$ cat config.mk
export PLATFORM = sky130hd
export DESIGN_NAME = aes_round_ctrl
export DESIGN_NICKNAME = d
export VERILOG_FILES = /design/src/rtl/aes_pkg.sv /design/src/rtl/aes_round_ctrl.sv
export SDC_FILE = /design/constraint.sdc
export NUM_CORES = 1
export LEC_CHECK = 0
export ABC_AREA = 1
export BUFFER_PORTS_ARGS = -buffer_cell sky130_fd_sc_hd__buf_2
export CORE_AREA = 2 2 305 307
export CTS_BUF_LIST = sky130_fd_sc_hd__clkbuf_4 sky130_fd_sc_hd__clkbuf_8
export CTS_CLUSTER_DIAMETER = 40
export CTS_CLUSTER_SIZE = 40
export DETAILED_ROUTE_END_ITERATION = 6
export DIE_AREA = 0 0 307 309
export PLACE_DENSITY = 0.4
export SLEW_MARGIN = 5
export SYNTH_ARGS = -nofsm -noshare
export SYNTH_HDL_FRONTEND = slang
export SYNTH_SLANG_ARGS = --single-unit
export TNS_END_PERCENT = 50
$ cat constraint.sdc
create_clock -name clk -period 2.9 [get_ports clk]
set_clock_uncertainty 0.1 [all_clocks]
set_input_delay 0.145 -clock clk [delete_from_list [all_inputs] [get_ports clk]]
set_output_delay 0.145 -clock clk [all_outputs]
set_load 0.1 [all_outputs]
$ cat src/rtl/aes_pkg.sv
// Shared constants and FSM encoding for the iterative AES-128 round sequencer.
package aes_pkg;

  localparam int unsigned AES_DATA_LEN = 128;
  localparam int unsigned AES_NR       = 10;
  localparam int unsigned AES_RIDX_W   = 4;
  localparam int unsigned AES_TIMEOUT  = 64;

  typedef enum logic [1:0] {
    IDLE  = 2'd0,
    ISSUE = 2'd1,
    WAIT  = 2'd2,
    DONE  = 2'd3
  } aes_state_e;

endpackage

$ cat src/rtl/aes_round_ctrl.sv
// Iterative AES-128 encryption sequencer driving an external round datapath.
// Optional WAIT watchdog enabled by defining AES_CTRL_TIMEOUT_EN.
module aes_round_ctrl
  import aes_pkg::*;
#(
  parameter int unsigned DATA_LEN = AES_DATA_LEN,
  parameter int unsigned NR       = AES_NR,
  parameter int unsigned RIDX_W   = AES_RIDX_W,
  parameter int unsigned TIMEOUT  = AES_TIMEOUT
) (
  input  logic                clk,
  input  logic                reset,
  input  logic                in_valid,
  output logic                in_ready,
  input  logic [DATA_LEN-1:0] data_in,
  output logic [RIDX_W-1:0]   key_idx,
  input  logic [DATA_LEN-1:0] key_in,
  output logic                rnd_valid,
  output logic [DATA_LEN-1:0] rnd_data,
  output logic [DATA_LEN-1:0] rnd_key,
  output logic                rnd_last,
  input  logic                rnd_ret_valid,
  input  logic [DATA_LEN-1:0] rnd_ret_data,
  output logic                out_valid,
  input  logic                out_ready,
  output logic [DATA_LEN-1:0] data_out,
  output logic                busy,
  output logic                err
);

  localparam logic [RIDX_W-1:0] LAST_RND = RIDX_W'(NR);

  // Reject configurations where the round index cannot reach NR.
  if (((2 ** RIDX_W) <= NR) || (TIMEOUT == 0)) begin : g_cfg_check
    $error("aes_round_ctrl: RIDX_W too narrow for NR or TIMEOUT is zero");
  end

  aes_state_e          state_q, state_d;
  logic [RIDX_W-1:0]   round_q, round_d;
  logic [DATA_LEN-1:0] state_reg_q, state_reg_d;

  logic                in_ready_q, in_ready_d;
  logic                rnd_valid_q, rnd_valid_d;
  logic                rnd_last_q, rnd_last_d;
  logic [DATA_LEN-1:0] rnd_data_q, rnd_data_d;
  logic                out_valid_q, out_valid_d;
  logic [DATA_LEN-1:0] data_out_q, data_out_d;
  logic                busy_q, busy_d;
  logic                err_q, err_d;

`ifdef AES_CTRL_TIMEOUT_EN
  localparam int unsigned CNT_W = $clog2(TIMEOUT + 1);
  logic [CNT_W-1:0] cnt_q, cnt_d;
`endif

  // Next-state logic; output registers are derived from the next state.
  always_comb begin
    state_d     = state_q;
    round_d     = round_q;
    state_reg_d = state_reg_q;
    err_d       = 1'b0;
`ifdef AES_CTRL_TIMEOUT_EN
    cnt_d       = cnt_q;
`endif

    case (state_q)
      IDLE: begin
        if (in_valid && in_ready_q) begin
          state_reg_d = data_in ^ key_in;
          round_d     = RIDX_W'(1);
          state_d     = ISSUE;
        end
      end
      ISSUE: begin
        state_d = WAIT;
`ifdef AES_CTRL_TIMEOUT_EN
        cnt_d   = '0;
`endif
      end
      WAIT: begin
        if (rnd_ret_valid) begin
          state_reg_d = rnd_ret_data;
          if (round_q == LAST_RND) begin
            state_d = DONE;
          end else begin
            round_d = round_q + RIDX_W'(1);
            state_d = ISSUE;
          end
        end
`ifdef AES_CTRL_TIMEOUT_EN
        // A return in the expiry cycle takes priority over the abort.
        else if (cnt_q == CNT_W'(TIMEOUT - 1)) begin
          err_d       = 1'b1;
          state_d     = IDLE;
          state_reg_d = '0;
          round_d     = '0;
        end else begin
          cnt_d = cnt_q + CNT_W'(1);
        end
`endif
      end
      DONE: begin
        if (out_ready) begin
          state_d = IDLE;
          round_d = '0;
        end
      end
      default: begin
        state_d = IDLE;
        round_d = '0;
      end
    endcase

    in_ready_d  = (state_d == IDLE);
    busy_d      = (state_d != IDLE);
    rnd_valid_d = (state_d == ISSUE);
    rnd_last_d  = (state_d == ISSUE) && (round_d == LAST_RND);
    rnd_data_d  = (state_d == ISSUE) ? state_reg_d : '0;
    out_valid_d = (state_d == DONE);
    data_out_d  = (state_d == DONE) ? state_reg_d : '0;
  end

  // State and output registers.
  always_ff @(posedge clk) begin
    if (reset) begin
      state_q     <= IDLE;
      round_q     <= '0;
      state_reg_q <= '0;
      in_ready_q  <= 1'b1;
      rnd_valid_q <= 1'b0;
      rnd_last_q  <= 1'b0;
      rnd_data_q  <= '0;
      out_valid_q <= 1'b0;
      data_out_q  <= '0;
      busy_q      <= 1'b0;
      err_q       <= 1'b0;
    end else begin
      state_q     <= state_d;
      round_q     <= round_d;
      state_reg_q <= state_reg_d;
      in_ready_q  <= in_ready_d;
      rnd_valid_q <= rnd_valid_d;
      rnd_last_q  <= rnd_last_d;
      rnd_data_q  <= rnd_data_d;
      out_valid_q <= out_valid_d;
      data_out_q  <= data_out_d;
      busy_q      <= busy_d;
      err_q       <= err_d;
    end
  end

`ifdef AES_CTRL_TIMEOUT_EN
  always_ff @(posedge clk) begin
    if (reset) begin
      cnt_q <= '0;
    end else begin
      cnt_q <= cnt_d;
    end
  end
`endif

  // round_q is zero in IDLE and equals the active round otherwise.
  assign key_idx   = round_q;
  assign in_ready  = in_ready_q;
  assign rnd_valid = rnd_valid_q;
  assign rnd_last  = rnd_last_q;
  assign rnd_data  = rnd_data_q;
  assign rnd_key   = rnd_valid_q ? key_in : '0;
  assign out_valid = out_valid_q;
  assign data_out  = data_out_q;
  assign busy      = busy_q;
  assign err       = err_q;

endmodule
==> impl_metrics.json, run 1 <==
{
  "status": "complete, no violations",
  "netlist.top_cell.by_area": "dfxtp_1",
  "core_region_area_sq_um": 91400,
  "vias": 15300,
  "period_share_pct": 92.2,
  "leakage_nw": 12.7,
  "slew_headroom_pct": 45.1,
  "setup_viol": 0,
  "ys_seq_elements": 395,
  "hold_path_class": "primary input to flip-flop",
  "period_minus_slack_ns": 2.67,
  "cp-end-kind": "flip-flop",
  "grt_pass1_vias": 15400,
  "synth_area_sq_um": 15100,
  "max_freq_mhz": 374,
  "yosysUniqueCellTypes": 21,
  "via_per_inst": 3.66,
  "place.gp.congestion": 0.794,
  "avgRoutedWirePerCell_um": 15.1,
  "num_io_pins": 783,
  "power-per-cell-area_nw_per_um2": 676,
  "clock_latency_ns": 0.65,
  "chipHeight_um": 309,
  "io_buffers": 781,
  "synth_warnings": 0,
  "rsz0062_at_grt": "false",
  "fp-row-count": 111,
  "cts_resized": 0,
  "peakVddDrop_mv": 0.298,
  "path_clk_slew_ns": 0.07,
  "wl_mm": 63.0,
  "hpwl_mm": 46.2,
  "syn_to_final_growth_pct": 61.8,
  "drc": 0,
  "start_kind": "flip-flop",
  "initial_core_util_pct": 16.5,
  "cts-buffers-inserted": 72,
  "antenna_found_initial": 8,
  "critPathArrivalTime_ns": 3.17,
  "maxCapViolCount": 0,
  "ys_seq_area_share_pct": 52.3,
  "yosysTopAreaCellShare_pct": 52.3,
  "drt_first_pass_iters": 5,
  "drt_iter0_markers": 528,
  "grt_use_total_pct": 12.6,
  "htree_num_levels": 3,
  "die-width_um": 307,
  "synth_area_leaders": "dfxtp_1, nor2_1, xnor2_1",
  "grt_max_degree": 130,
  "crit_type": "flip-flop to flip-flop",
  "grt.overflow.total": 0,
  "cts_root_buf": "clkbuf_8",
  "totalNegativeSetupSlack_ns": 0,
  "tritoncts": "built",
  "cp_max_fo": 36,
  "synth_cells": 1892,
  "clock-sinks": 395,
  "ant_nets": 0,
  "holdWs_ns": 0.0563,
  "clk_path_buf_depth": 3,
  "drv_slew": 0,
  "finalHoldViolCount": 0,
  "cp.required_ns": 3.39,
  "grt_pass1_wl_mm": 90.8,
  "synthesis.nets": 2283,
  "final_nets": 3326,
  "die_area_sq_um": 94900,
  "syn_avg_cell_area_sq_um": 7.99,
  "drive_gt1_share_pct": 34.2,
  "cts_setup_buffers": 0,
  "worstMarginPinSlew_ns": 0.824
}
flip-flops by register name (all words and copies together) (netlist names):
| name | count |
|---|---|
| state_reg_q | 128 |
| rnd_data | 128 |
| rnd_valid | 1 |
| rnd_last | 1 |
| data_out | 128 |
| busy | 1 |
| in_ready | 1 |
| state_q | 2 |
| out_valid | 1 |
| key_idx | 4 |
path summary, 6_finish.rpt:
path | cells past startpoint | endpoint | from | slack [ns]
worst min register to register | 2 | rnd_data[73] | state_reg_q[73] | 0.37
worst min-delay path | 5 | state_reg_q[52] | key_in[52] | 0.06
worst max-delay path | 7 | state_reg_q[101] | state_q[1] | 0.23
worst max register to register | 7 | state_reg_q[101] | state_q[1] | 0.23
worst max-delay path, stage by stage (launching register included):
cell,delay [ns]
dfxtp_1,0.37
nor2_2,0.17
nand3_4,0.35
buf_4,0.39
o21ai_0,0.41
dlygate4sd3_1,0.63
o21ai_0,0.08
inv_1,0.07
metrics by stage:
stage / cells / worst slack, ns / total power [mW] / util, % / area (sq um)
floorplan: 1892 / 0.415 / 9.18 / - / 15100
global placement: 3786 / 0.544 / 10.3 / 22.1 / 20200
detailed placement: 3786 / 0.507 / 10.3 / 22.1 / 20200
CTS: 4176 / 0.138 / 16.8 / 26.7 / 24400
global route: 4179 / 0.0509 / 17.4 / 26.8 / 24400
finish: 4180 / 0.228 / 16.5 / 26.8 / 24500
cell families (layout without fill, tap and decap cells):
group	count (synthesis)	in the layout	share of synthesized area (%)
fa+ha+maj	2	2	0.166
buf+inv	356	1454	10.8
xor+xnor	128	128	7.42
compound gates	261	261	10.4
simple gates	749	750	18.8
other cells	1	4	0.0248
flops	395	395	52.3
layout by cell type (no fill, tap or decap), types with 3 or more instances in the layout:
| cell | n |
|---|---|
| xnor2_1 | 128 |
| inv_1 | 251 |
| nand2_1 | 284 |
| bufinv_16 | 6 |
| buf_2 | 780 |
| nand3_1 | 8 |
| clkinvlp_4 | 10 |
| clkbuf_4 | 5 |
| inv_2 | 3 |
| clkinv_4 | 6 |
| clkbuf_8 | 78 |
| dlygate4sd3_1 | 260 |
| inv_6 | 10 |
| buf_12 | 9 |
| clkinv_8 | 3 |
| nor2_1 | 448 |
| o21ai_0 | 186 |
| dfxtp_1 | 394 |
| clkinv_2 | 11 |
| a21oi_2 | 70 |
| diode_2 | 3 |
| a21oi_1 | 4 |
| buf_4 | 20 |
synthesized netlist by cell type:
cell type  count
inv_1        252
nand2_1      284
buf_6         33
o21ai_0      186
nand3_2        1
o21a_1         1
a21oi_1        4
inv_2          3
nand4_1        1
clkbuf_1      44
dfxtp_1      395
nor2_1       448
xnor2_1      128
nor2_2         3
a21oi_2       70
nand2_2        4
buf_4          8
buf_2         16
conb_1         1
nand3_1        8
ha_1           2
per-layer routing:
metal,routed length (um),global-route usage [%],up-vias
met2,31700,22.7,479
met4,1320,3.37,2
met5,12,0,-
li1,-,-,7779
met1,25200,14.1,6961
met3,4700,4.32,82
where the power goes:
part	total (mW)	switching (mW)	internal (mW)	leakage [nW]
Sequential	5.88	0.111	5.77	3.21
Combinational	4.70	3.42	1.28	8.65
Clock	5.94	2.71	3.22	0.811
Total	16.5	6.24	10.3	12.7
layout make-up:
type	instances	area, sq um
Clock inverter	47	513
Antenna cell	3	7.51
Inverter	255	962
Sequential cell	395	7910
Timing Repair Buffer	1069	6840
Multi-Input combinational cell	1142	5630
Clock buffer	83	1110
Tap cell	1186	1480
Fill cell	10200	66900
timing repair:
item | 4_1_cts | 5_1_grt
hold buffers | 260 | 0
hold endpoints to repair | 392 | 0
endpoints found under the setup margin | 0 | 3
(Power assumes the default switching activity.)
==> run 2, diff against run 1 <==
==> constraint.sdc (replaced) <==
create_clock -name clk -period 2.9 [get_ports clk]
set_clock_uncertainty 0.1 [all_clocks]
set_input_delay 0.145 -clock clk [delete_from_list [all_inputs] [get_ports clk]]
set_output_delay 0.145 -clock clk [all_outputs]
set_load 0.05 [all_outputs]
==> run 2 against run 1 <==
Against the previous run:
- sequential share of layout area increased by 0.083 points
- sequential power hardly changed
- non-clock buffer count fell by 9
- die area is the same
- largest cell class unchanged
- largest power group unchanged
- highest routed layer is now met4
==> impl_metrics.json, run 2 (same netlist as run 1, synthesis figures left out) <==
{
  "via_per_inst": 3.63,
  "crit_buf_inv": 4,
  "num_io_pins": 783,
  "drive_gt1_share_pct": 34.1,
  "final_nets": 3315,
  "totalNegativeSetupSlack_ns": 0,
  "path_cells": "nor2_2 > nand3_4 > buf_12 > buf_4 > o21ai_0 > dlygate4sd3_1 > o21ai_0 > inv_1",
  "grt_pass1_wl_mm": 88.4,
  "period_minus_slack_ns": 2.54,
  "vias": 15100,
  "tritoncts": "built",
  "r2r_start": "state_q[1]",
  "maxCapViolCount": 0,
  "critPathTopFamily": "buffers and inverters",
  "peakVddDrop_mv": 0.243,
  "wl_mm": 61.8,
  "rsz0062_at_grt": "false",
  "min_from": "data_in[73]",
  "drc": 0,
  "grt_max_degree": 130,
  "antenna_found_initial": 2,
  "cp.required_ns": 3.30,
  "grt_pass1_vias": 14900,
  "clock-sinks": 395,
  "crit_top_cell": "o21ai_0",
  "fillers": 10100,
  "crit_start": "state_q[1]",
  "drt_iter0_markers": 497,
  "multiInputGateArea_sq_um": 5610,
  "drt_first_pass_iters": 4,
  "leakage_nw": 12.6,
  "final_common_cell": "buf_2",
  "period_share_pct": 87.6,
  "avgRoutedWirePerCell_um": 14.8,
  "mostFrequentLayoutCells": "buf_2, nor2_1, dfxtp_1",
  "seq_area_sq_um": 7910,
  "grt_use_total_pct": 12.3,
  "critPathSlowestCell": "dlygate4sd3_1",
  "htree_num_levels": 3,
  "chipHeight_um": 309,
  "syn_to_final_growth_pct": 61.4,
  "die-width_um": 307,
  "max_freq_mhz": 394,
  "core_region_area_sq_um": 91400,
  "ant_nets": 0,
  "power-per-cell-area_nw_per_um2": 640,
  "initial_core_util_pct": 16.5,
  "hold_path_class": "primary input to flip-flop",
  "total_power_mw": 15.6,
  "cp-end-kind": "flip-flop",
  "path_clk_slew_ns": 0.07,
  "die_area_sq_um": 94900,
  "slew_headroom_pct": 52.5,
  "finalHoldViolCount": 0,
  "start_kind": "flip-flop",
  "status": "complete, no violations",
  "crit_type": "flip-flop to flip-flop",
  "slowest_delay_ns": 0.62,
  "cts_setup_buffers": 0,
  "clock_latency_ns": 0.63,
  "hpwl_mm": 45.8,
  "grt.overflow.total": 0,
  "cts_root_buf": "clkbuf_8",
  "critPathArrivalTime_ns": 2.94,
  "cp_max_fo": 119,
  "drv_slew": 0,
  "fp-row-count": 111,
  "clk_path_buf_depth": 3,
  "cts-buffers-inserted": 71,
  "worstMarginPinSlew_ns": 0.713,
  "place.gp.congestion": 0.787,
  "io_buffers": 781,
  "setup_viol": 0
}
==> run 2: stage by stage <==
stage / area (sq um) / setup slack (ns) / hold slack [ns] / util, % / cells
after floorplan: 15100 / 0.887 / 0.291 / - / 1892
after global placement: 20200 / 0.624 / 0.369 / 22.1 / 3782
after detailed placement: 20200 / 0.591 / 0.371 / 22.1 / 3782
after CTS: 24400 / 0.248 / 0.00333 / 26.7 / 4167
after global routing: 24400 / 0.144 / 0.0323 / 26.7 / 4168
final: 24400 / 0.360 / 0.0602 / 26.7 / 4168
==> run 2: where the power goes <==
part	leakage [nW]	switching (mW)	internal, mW
Clock	0.832	2.56	3.45
Combinational	8.60	2.46	1.27
Sequential	3.21	0.107	5.77
Total	12.6	5.13	10.5
==> run 2: path summary, 6_finish.rpt <==
| check | to | slack, ns | cells after the start |
|---|---|---|---|
| worst max-delay path | state_reg_q[16] | 0.36 | 8 |
| worst min-delay path | data_out[73] | 0.06 | 5 |
| worst max register to register | state_reg_q[16] | 0.36 | 8 |
| worst min register to register | data_out[9] | 0.37 | 2 |
==> run 2: layer usage <==
metal / part of all wire (%) / global-route usage, % / wire length (um)
met5: 0 / 0 / 0
met4: 2.8 / 4.02 / 1730
met3: 7.3 / 4.13 / 4510
met2: 49 / 21.9 / 30500
met1: 40 / 13.7 / 25000
==> run 2: area by class of cell <==
class,count,area share [%]
Antenna cell,1,0.0103
Clock inverter,39,1.84
Sequential cell,395,32.4
Tap cell,1186,6.08
Multi-Input combinational cell,1141,23.0
Inverter,255,3.95
Clock buffer,91,4.96
Timing Repair Buffer,1060,27.7
==> run 2: repair_timing <==
item,4_1_cts,5_1_grt
hold buffers,255,0
gates resized for setup,0,0
endpoints found under the hold margin,392,0
==> run 2: worst reg2reg max path: cells and delay by family (launching register included) <==
family | cells | cell delay [ns]
AND/OR/NAND/NOR | 2 | 0.17
flip-flops | 1 | 0.42
AO/OA/AOI/OAI | 2 | 0.34
buffers and inverters | 4 | 1.37
